$ cat src/rtl/uart_pkg.sv
// uart_pkg: FSM state type, parity constants and frame sizing for uart_burst_tx (parity bit enabled by UART_TX_PARITY_EN)
package uart_pkg;
`ifdef UART_TX_PARITY_EN
  typedef enum logic [2:0] {IDLE, START, DATA, PARITY, STOP} state_t;
  localparam int PAR_BITS = 1;
`else
  typedef enum logic [2:0] {IDLE, START, DATA, STOP} state_t;
  localparam int PAR_BITS = 0;
`endif
  localparam logic PAR_EVEN = 1'b0;
  localparam logic PAR_ODD = 1'b1;
  function automatic int frame_bits(input int data_bits, input int stop_bits);
    return 1 + data_bits + PAR_BITS + stop_bits;
  endfunction
endpackage

$ cat src/rtl/uart_baud_tick.sv
// uart_baud_tick: counts CLKS_PER_BIT clocks per serial bit, flags the last clock of each bit
module uart_baud_tick #(
  parameter int CLKS_PER_BIT = 16
) (
  input  logic clk,
  input  logic rst_m,
  input  logic restart,
  output logic bit_end
);
  localparam int CW = $clog2(CLKS_PER_BIT);
  logic [CW-1:0] cnt;
  assign bit_end = cnt == CW'(CLKS_PER_BIT - 1);
  // wraps at every bit boundary, held at zero while restart is high
  always_ff @(posedge clk or negedge rst_m)
    if (!rst_m) cnt <= '0;
    else cnt <= restart || bit_end ? '0 : cnt + 1'b1;
endmodule

$ cat src/rtl/uart_burst_tx.sv
// uart_burst_tx: serialises a captured burst of NUM_WORDS words as back-to-back UART frames (parity bit enabled by UART_TX_PARITY_EN)
module uart_burst_tx
  import uart_pkg::*;
#(
  parameter int DATA_BITS    = 8,
  parameter int NUM_WORDS    = 8,
  parameter int CLKS_PER_BIT = 16,
  parameter int STOP_BITS    = 1
) (
  input  logic                           clk,
  input  logic                           rst_m,
  input  logic [NUM_WORDS*DATA_BITS-1:0] burst_data,
  input  logic                           load_valid,
  output logic                           load_ready,
  input  logic                           parity_odd,
  output logic                           txd,
  output logic                           busy,
  output logic                           done
);
  localparam int BW = $clog2(frame_bits(DATA_BITS, STOP_BITS));
  localparam int WW = NUM_WORDS > 1 ? $clog2(NUM_WORDS) : 1;
  state_t state, state_n;
  logic armed, accept, bit_end, data_last, stop_last, word_last;
  logic [BW-1:0] bit_idx;
  logic [WW-1:0] word_idx;
  logic [NUM_WORDS*DATA_BITS-1:0] shadow;
  assign load_ready = armed && state == IDLE;
  assign accept = load_valid && load_ready;
  assign busy = state != IDLE;
  assign data_last = bit_idx == BW'(DATA_BITS - 1);
  assign stop_last = bit_idx == BW'(STOP_BITS - 1);
  assign word_last = word_idx == WW'(NUM_WORDS - 1);
  uart_baud_tick #(.CLKS_PER_BIT(CLKS_PER_BIT)) u_tick (
    .clk(clk),
    .rst_m(rst_m),
    .restart(state == IDLE),
    .bit_end(bit_end)
  );
  // state register
  always_ff @(posedge clk or negedge rst_m)
    if (!rst_m) state <= IDLE;
    else state <= state_n;
  // frame sequencing: one state per field, advancing on bit boundaries
  always_comb begin
    state_n = state;
    case (state)
      IDLE:   if (accept) state_n = START;
      START:  if (bit_end) state_n = DATA;
`ifdef UART_TX_PARITY_EN
      DATA:   if (bit_end && data_last) state_n = PARITY;
      PARITY: if (bit_end) state_n = STOP;
`else
      DATA:   if (bit_end && data_last) state_n = STOP;
`endif
      STOP:   if (bit_end && stop_last) state_n = word_last ? IDLE : START;
      default: state_n = IDLE;
    endcase
  end
  // the burst is one LSB-first stream, so the shadow simply shifts right once per data bit
  always_ff @(posedge clk or negedge rst_m)
    if (!rst_m) begin
      armed <= 1'b0;
      done <= 1'b0;
      bit_idx <= '0;
      word_idx <= '0;
      shadow <= '0;
    end else begin
      armed <= 1'b1;
      done <= state == STOP && bit_end && stop_last && word_last;
      if (accept) begin
        shadow <= burst_data;
        bit_idx <= '0;
        word_idx <= '0;
      end else if (bit_end) begin
        if (state == DATA) shadow <= shadow >> 1;
        bit_idx <= (state == DATA && !data_last) || (state == STOP && !stop_last) ? bit_idx + 1'b1 : '0;
        if (state == STOP && stop_last) word_idx <= word_last ? '0 : word_idx + 1'b1;
      end
    end
`ifdef UART_TX_PARITY_EN
  logic odd_q, par_bit;
  // parity comes from the word still sitting unshifted at the bottom of the shadow during START
  always_ff @(posedge clk or negedge rst_m)
    if (!rst_m) begin
      odd_q <= PAR_EVEN;
      par_bit <= 1'b0;
    end else begin
      if (accept) odd_q <= parity_odd;
      if (state == START) par_bit <= ^shadow[DATA_BITS-1:0] ^ (odd_q == PAR_ODD);
    end
`endif
  // line decoded from state so an asynchronous reset returns it to idle-high at once
  always_comb begin
    txd = state == START ? 1'b0 : state == DATA ? shadow[0] : 1'b1;
`ifdef UART_TX_PARITY_EN
    if (state == PARITY) txd = par_bit;
`endif
  end
endmodule

$ cat config.mk
export PLATFORM = sky130hd
export DESIGN_NAME = uart_burst_tx
export DESIGN_NICKNAME = d
export VERILOG_FILES = /design/src/rtl/uart_pkg.sv /design/src/rtl/uart_baud_tick.sv /design/src/rtl/uart_burst_tx.sv
export SDC_FILE = /design/constraint.sdc
export NUM_CORES = 1
export LEC_CHECK = 0
export ABC_AREA = 1
export ABC_CLOCK_PERIOD_IN_PS = 4200
export CELL_PAD_IN_SITES_DETAIL_PLACEMENT = 1
export CELL_PAD_IN_SITES_GLOBAL_PLACEMENT = 1
export CORE_UTILIZATION = 41
export CTS_CLUSTER_SIZE = 16
export DETAILED_ROUTE_END_ITERATION = 10
export GPL_TIMING_DRIVEN = 0
export PLACE_DENSITY_LB_ADDON = 0.15
export SLEW_MARGIN = 30
export SYNTH_ARGS = -nofsm -noshare
export SYNTH_HDL_FRONTEND = slang
export SYNTH_SLANG_ARGS = --single-unit
$ cat constraint.sdc
create_clock -name clk -period 4.2 [get_ports clk]
set_clock_uncertainty 0.05 [all_clocks]
set_input_delay 0.42 -clock clk [delete_from_list [all_inputs] [get_ports clk]]
set_output_delay 0.42 -clock clk [all_outputs]
set_load 0.02 [all_outputs]
## Word level (Yosys, flattened, before mapping)

Cells that the tools add are included.

| cells by class | value |
|---|---|
| add/sub/neg operators | 3 |
| equality and inequality tests | 10 |
| mux-type cells | 19 |
| reduce and logical (&&, ||, !) cells | 23 |

Operators with widths:

| operator | count |
|---|---|
| two-way mux 64 bit | 3 |
| two-way mux 3 bit | 8 |
| two-way mux 4 bit | 4 |
| one-hot mux 3 bit (4 select lines) | 1 |
| logical AND 1 bit | 10 |
| adder 4 x 1 -> 4 bit (second input constant) | 2 |
| inequality test 2 bit (second input constant) | 4 |
| equality test 3 x 2 -> 1 bit (second input constant) | 2 |
| nonzero test 2 bit | 3 |
| equality test 4 x 3 -> 1 bit (second input constant) | 1 |
| equality test 4 bit (second input constant) | 1 |
| zero test 4 bit | 1 |
| AND reduction 2 bit | 2 |
| AND reduction 4 bit | 1 |
| adder 3 x 1 -> 3 bit (second input constant) | 1 |
| equality test 3 x 1 -> 1 bit (second input constant) | 1 |
| equality test 3 bit (second input constant) | 1 |
| zero test 3 bit | 1 |
| two-way mux 1 bit | 3 |
| nonzero test 3 bit | 1 |
| zero test 1 bit | 2 |
| logical OR 1 bit | 2 |

| word-level totals | value |
|---|---|
| flip-flop bits (word level) | 80 |
| bits of input ports | 68 |
| output and inout port bits | 4 |
| logic and storage cells | 62 |

## Logic depth before layout (Yosys ltp)

Gate-level depths: netlist of run 1.

| depth | value |
|---|---|
| depth in word-level cells | 7 |
| depth in mapped cells | 10 |
| mapped depth without buffers | 10 |

## Hierarchy

Synthesis of run 1 repeated with hierarchy kept, for this count alone.

| unflattened totals | value |
|---|---|
| cells, all modules | 452 |
| area total of the unflattened synthesis | 3978.8 sq um |

Modules (own cells, without submodules):

| module | instances | cells each | area an instance (sq um) | seq. area each (sq um) |
|---|---|---|---|---|
| uart_burst_tx | 1 | 433 | 3786.1 | 1876.8 |
| uart_baud_tick | 1 | 19 | 192.7 | 100.1 |

## Least setup slack after synthesis of run 1

Ideal clock, no wire load.

| path | value |
|---|---|
| path type | flip-flop to flip-flop |
| start | register state[0] |
| end | register shadow[7] |
| setup time | 126 ps |
| arrival | 1415 ps |
| required time | 4024 ps |
| setup slack | 2609 ps |
| stages on the path, launching flop included | 10 |
| buffers on the path | 2 |
| clock period less this slack | 1591 ps |
| cell sequence | dfrtp_1 > inv_1 > ha_1 > nand3_2 > inv_2 > buf_6 > buf_4 > o21ai_0 > nand2_1 > o21ai_0 |

| on the way | value |
|---|---|
| longest elaborated chain between the ends | 5 |
| elaborated cells on any way between the ends | 8 |
| those cells by class | eq/ne (1); mux (1); reduce/logical (6) |

Ends and longest elaborated chain:

| element | line | text |
|---|---|---|
| start, declared | uart_burst_tx.sv:22 | `state_t state, state_n;` |
| start signal, assigned | uart_burst_tx.sv:42 | `else state <= state_n;` |
| zero test 3 bit | uart_burst_tx.sv:27 | `assign load_ready = armed && state == IDLE;` |
| logical AND 1 bit | uart_burst_tx.sv:27 |  |
| logical AND 1 bit | uart_burst_tx.sv:28 | `assign accept = load_valid && load_ready;` |
| nonzero test 2 bit (no source line) | -- |  |
| AND reduction 2 bit (no source line) | -- |  |
| end signal, assigned | uart_burst_tx.sv:71 | `shadow <= burst_data;` |
| end signal, assigned | uart_burst_tx.sv:75 | `if (state == DATA) shadow <= shadow >> 1;` |
| end, declared | uart_burst_tx.sv:26 | `logic [NUM_WORDS*DATA_BITS-1:0] shadow;` |

Several ways; a longest one is shown, not always the timed one.
A chain may end at the register's enable or synchronous reset.

## Worst setup path in the final report of run 1

| path | value |
|---|---|
| start | register state[0] |
| end | output port busy |

| on the way | value |
|---|---|
| longest elaborated chain between the ends | 1 |

Ends and longest elaborated chain:

| element | line | text |
|---|---|---|
| nonzero test 3 bit | uart_burst_tx.sv:29 | `assign busy = state != IDLE;` |
| end, declared | uart_burst_tx.sv:17 | `output logic busy,` |

Every way passes these cells.

==> results of run 1 <==
-- placed cells by master, fill, tap and decap left out, drive strengths merged --
cell and instances:
clkbuf 21, nand4 4, nand2 147, o21ai 135, bufinv 3, inv 80
dfrtp 79, clkinv 1, xor2 2, ha 9, dlygate4sd3 1, buf 18
clkdlybuf4s50 69, a21oi 4, conb 1, nor2 9, o211ai 1, nand3 11
-- worst reg2reg max path, stage by stage (launching register included) --
cell	delay [ps]
dfrtp_1	420
inv_1	100
ha_1	240
nand3_2	190
inv_2	220
clkbuf_1	370
o21ai_0	140
nand2_1	90
o21ai_0	90
-- logic make-up (layout without fill, tap and decap cells) --
logic type / count (synthesis) / count (layout) / share of synthesized area [%]
buffers and inverters: 107 / 193 / 12.0
AO/OA/AOI/OAI: 140 / 140 / 18.0
AND/OR/NAND/NOR: 171 / 171 / 17.0
flip-flops: 79 / 79 / 49.7
adder cells (fa/ha/maj): 9 / 9 / 2.83
other: 1 / 1 / 0.0943
XOR/XNOR: 2 / 2 / 0.441
-- sequential cells by signal, indices dropped and copies added (netlist names) --
name and cells:
done 1, bit_idx 4, word_idx 3, shadow 64
u_tick.cnt 4, armed 1, state 2
-- worst paths after layout --
path / end / cells past startpoint
setup / recovery: busy / 4
hold / removal: u_tick.cnt[0] / 1
setup reg to reg: shadow[11] / 8
hold reg to reg: u_tick.cnt[0] / 1
max in group asynchronous: shadow[26] / 3
min in group asynchronous: shadow[56] / 2
-- per-layer routing --
layer	GRT usage [%]	part of all wire (%)	wire [um]
met5	0	0	0
met4	7.47	1.4	135
met3	3.81	2.4	242
met2	37.6	49	4920
met1	26.7	47	4670
-- power by group through the flow --
stage	clock network (W)	logic (W)	registers, W
6_report	0.000684	0.00102	0.00117
5_1_grt	0.000727	0.00119	0.00120
4_1_cts	0.000700	0.00104	0.00117
3_5_place_dp	0	0.00102	0.00119
3_3_place_gp	0	0.000969	0.00118
2_1_floorplan	0	0.000715	0.00116
-- through the flow --
stage               cell area (um^2)  setup slack (ps)  std cells  hold slack, ps
floorplan                       3980              2610        509            74.4
global placement                4840              -287        708             398
detailed placement              4870              2080        709             266
CTS                             5110              1840        724             414
global route                    5110              1750        724             434
finish                          5110              1860        724             416
-- cell type report --
| cell class | instances | area [um^2] | area share (%) |
|---|---|---|---|
| Timing Repair Buffer | 72 | 739 | 14.5 |
| Inverter | 80 | 300 | 5.88 |
| Clock buffer | 10 | 138 | 2.69 |
| Clock inverter | 4 | 95.1 | 1.86 |
| Tap cell | 129 | 161 | 3.16 |
| Sequential cell | 79 | 1980 | 38.7 |
| Multi-Input combinational cell | 323 | 1520 | 29.8 |
| Buffer | 27 | 175 | 3.43 |
-- repair_timing --
| action | 4_1_cts | 5_1_grt |
|---|---|---|
| endpoints found under the hold margin | 28 | 0 |
| resized for setup | 0 | 0 |
| hold buffers | 1 | 0 |
==> impl_results.md, run 1 <==
* Status: finished, final reports clean
* Diode count at 0
* CTS max path bufs at 2
* Post-synth EDFFs at 0
* Max Cap Viol at 0
* FMAX at 428 MHz
* Crit path max fanout at 4
* Most frequent cell on the critical path: inv_1
* Worst Hold Class: reg2reg
* Critical path type: reg2out
* Final wirelength at 9.97 mm
* Critical Path Max Stage Delay at 620 ps
* Largest area contributor in the netlist: dfrtp_1
* Synthesized instance count at 509
* Critical-path top delay cell: clkdlybuf4s50_1
* Clock sink count at 79
* Yosys top cell area share at 49.7%
* Commonest register cell after synthesis: dfrtp_1
* Clk pwr share at 23.8%
* Vias in the first global route at 3746
* Die area at 10100 um^2
* Post-CTS setup buffer count at 0
* Total power at 0.00287 W
* Starting Density at 42.6%
* Vias per cell at 4.87
* Peak supply drop at 0.000285 V
* Reg-to-reg setup timing slack at 2170 ps
* Port Buffers at 70
* Worst path buffer plus inverter count at 3
* DRT iter0 DRCs at 122
* Sw Pwr at 0.000992 W
* Avg Cell Area, Syn at 7.81 um^2
* Worst skew pair latency at 360 ps
* TritonCTS Buffers at 9
* Die Span Y at 100 um
* Sequential fraction of design power at 40.7%
* Crit share post-route at 55.7%
* Most numerous cell in the Yosys netlist: nand2_1
* PwrDens at 563 nW/um^2
* CTS tree: built
* Reg clk slew, reported paths at 80 ps
* Drt first pass iters at 4
* Layout Utilization at 54.8%
* First-pass GRT wire length at 16.9 mm
* Initial antenna violation count at 0
* Tmin final at 2340 ps
* Io pins at 72
* Max-slew violation count at 0
* Crit end category: primary output
* Hold Path Origin: u_tick.cnt[0]
* Distinct cells, synth at 21
* Setup_tns at 0 ps
* Mapped Area at 3980 um^2
* Sw frac at 34.5%
* Required time worst endpoint at 3730 ps
* Worst reg2reg startpoint: state[0]
* CP Cell Sequence: inv_1, ha_1, inv_1, clkdlybuf4s50_1
* Static Leak at 2.28 nW
* ANT nets after route at 0
* Total track usage at 21.5%
* Synth area leaders: dfrtp_1, o21ai_0, nand2_1
* Register area share after synthesis at 49.7%
* Root buf cell: clkbuf_8
* Combinational share of power at 35.5%
* Layout cell share with drive strength beyond 1 at 5.88%
* Grt ovf at 0
* CP arrival at 1870 ps
* H-tree depth at 3
* Final setup fails at 0
* Internal power at 0.00188 W
* DRC errors left at 0
* Register bit total from synthesis at 79
* Worst path top cell family by delay: buffers and inverters
* Hold Vio Cnt, Final at 0
* Routability cong. at 0.790
* Synth async-reset ratio at 100%
* Total number of vias at 3527
* Syn Nets at 586
* Cell Rows at 35
* Wire length per cell at 13.8 um
* DIE WIDTH at 100 um
* Core Region at 9330 um^2
* Yosys warns at 0
* Worst setup path startpoint: state[0]
* Hpwl dp at 6.96 mm
* Layout Area Growth over Synthesis at 28.5%
* RSZ-0062 raised after global routing: false
* Layout fillers at 1172
* Nets at 669
* Synth cell count leaders: nand2_1, o21ai_0, dfrtp_1, inv_1, o21ai_1
* Largest net degree at the start of global routing at 52
* Critical Path Source Type: register
No activity file was read; power rests on OpenSTA's default activity.
==> inputs of run 2 (changes only) <==
- ABC_CLOCK_PERIOD_IN_PS: 4200 -> 2300
- CORE_UTILIZATION: 41 -> 38
- clock period: 4.2 -> 2.3 ns (I/O delays scaled with it)
==> impl_results.md, run 2 (same netlist as run 1, synthesis figures left out) <==
* Nets at 669
* Placed inst area at 4870 um^2
* Hpwl dp at 6.90 mm
* RSZ-0062 raised after global routing: false
* Reg-to-Reg End: shadow[29]
* Hold Vio Cnt, Final at 0
* Final hold slack at 246 ps
* Grt ovf at 0
* Static Leak at 2.26 nW
* Drt first pass iters at 4
* Final wirelength at 9.74 mm
* Total track usage at 18.9%
* First-pass GRT wire length at 16.8 mm
* PwrDens at 1000 nW/um^2
* Vias per cell at 4.73
* Worst skew pair latency at 350 ps
* Post_cts resized at 0
* # hold bufs at CTS at 1
* FMAX at 463 MHz
* Wire length per cell at 13.3 um
* Post-CTS setup buffer count at 0
* Layout Utilization at 51.1%
* Cells after DPL at 713
* Crit end category: primary output
* Most frequent cells in the layout: nand2_1, o21ai_0, inv_1, dfrtp_1, clkdlybuf4s50_1
* CP Cell Sequence: inv_1, ha_1, a21oi_1, clkdlybuf4s50_1
* Critical path type: reg2out
* ANT nets after route at 0
* Required time worst endpoint at 2020 ps
* CTS max path bufs at 2
* Reg2Reg Depth at 8
* Initial antenna violation count at 0
* Max Cap Viol at 0
* DIE WIDTH at 104 um
* DRT iter0 DRCs at 173
* Worst Hold Class: in2async
* Clock sink count at 79
* CTS tree: built
* Worst reg2reg startpoint: state[0]
* Crit path max fanout at 4
* Layout Area Growth over Synthesis at 27.9%
* Core Region at 9950 um^2
* Crit share post-route at 94.0%
* Critical Path Source Type: register
* Non-filler cells, final at 730
* Largest net degree at the start of global routing at 57
* Max reg flops at 64
* Commonest non-fill, non-tap cell in the layout: nand2_1
* CP arrival at 1880 ps
* Die Span Y at 104 um
* Reg clk slew, reported paths at 100 ps
* Port Buffers at 70
* Finished Cell Area at 5090 um^2
* Starting Density at 39.9%
* Critical Path Max Stage Delay at 630 ps
* Tmin final at 2160 ps
* Layout fillers at 1251
* Root buf cell: clkbuf_8
* Cell Rows at 36
* Io pins at 72
* Status: finished, final reports clean
* Top flop regs: shadow x64, bit_idx x4, u_tick.cnt x4
* Layout cell share with drive strength beyond 1 at 6.20%
* Die area at 10900 um^2
* Final setup fails at 0
* Worst Max-Slew Pin Slew at 489 ps
* Relative slew slack at 67.1%
* Peak supply drop at 0.000498 V
* Vias in the first global route at 3632
* Setup_tns at 0 ps
* Reg-to-reg setup timing slack at 260 ps
* Critical-path top delay cell: clkdlybuf4s50_1
* DRC errors left at 0
* Routability cong. at 0.815
* Max-slew violation count at 0
* H-tree depth at 3
* Total number of vias at 3456
* Reg with most FFs: shadow
* TritonCTS Buffers at 9
* Diode count at 0
## run 2: final cells by class
type	count	area [um^2]	share of cell area, %
flip-flops and latches	79	1980	38.9
clock buffers	10	138	2.71
multi-input cells	323	1520	30.0
plain buffers	27	175	3.44
repair buffers	72	739	14.5
inverters	80	300	5.90
clock inverters	6	67.6	1.33
well taps	133	166	3.27
## run 2: critical path, delay by kind of cell, from the launching register on
family	cells	cell delay, ps
adders and majority gates	1	230
buffers and inverters	2	720
AOI/OAI and AO/OA	1	180
DFF	1	410
## run 2: report_power, final
| part | switching, W | internal, W | total [W] |
|---|---|---|---|
| clock | 0.000535 | 0.000535 | 0.00107 |
| combinational | 0.00113 | 0.000742 | 0.00187 |
| sequential | 0.000186 | 0.00196 | 0.00214 |
## run 2: metal layers
layer | GRT usage (%) | part of all wire (%)
met1 | 24.8 | 48
met3 | 2.44 | 2.8
met2 | 32.7 | 48
met5 | 0 | 0
met4 | 5.10 | 0.72
## run 2: worst max-delay path by stage
stage / from / to / slack (ps) / depth (start not counted)
2_1_floorplan: state[0] / shadow[7] / 710 / 9
3_3_place_gp: rst_m / shadow[18] / -2040 / 1
3_5_place_dp: state[0] / shadow[54] / 270 / 8
4_1_cts: state[0] / busy / 130 / 4
5_1_grt: state[0] / busy / 70 / 4
6_report: state[0] / txd / 140 / 4
## run 2: metrics by stage
step	total power, W	setup slack (ps)
after floorplan	0.00342	709
after global placement	0.00393	-2040
after detailed placement	0.00405	274
after CTS	0.00515	131
after global routing	0.00553	68.8
final	0.00509	139
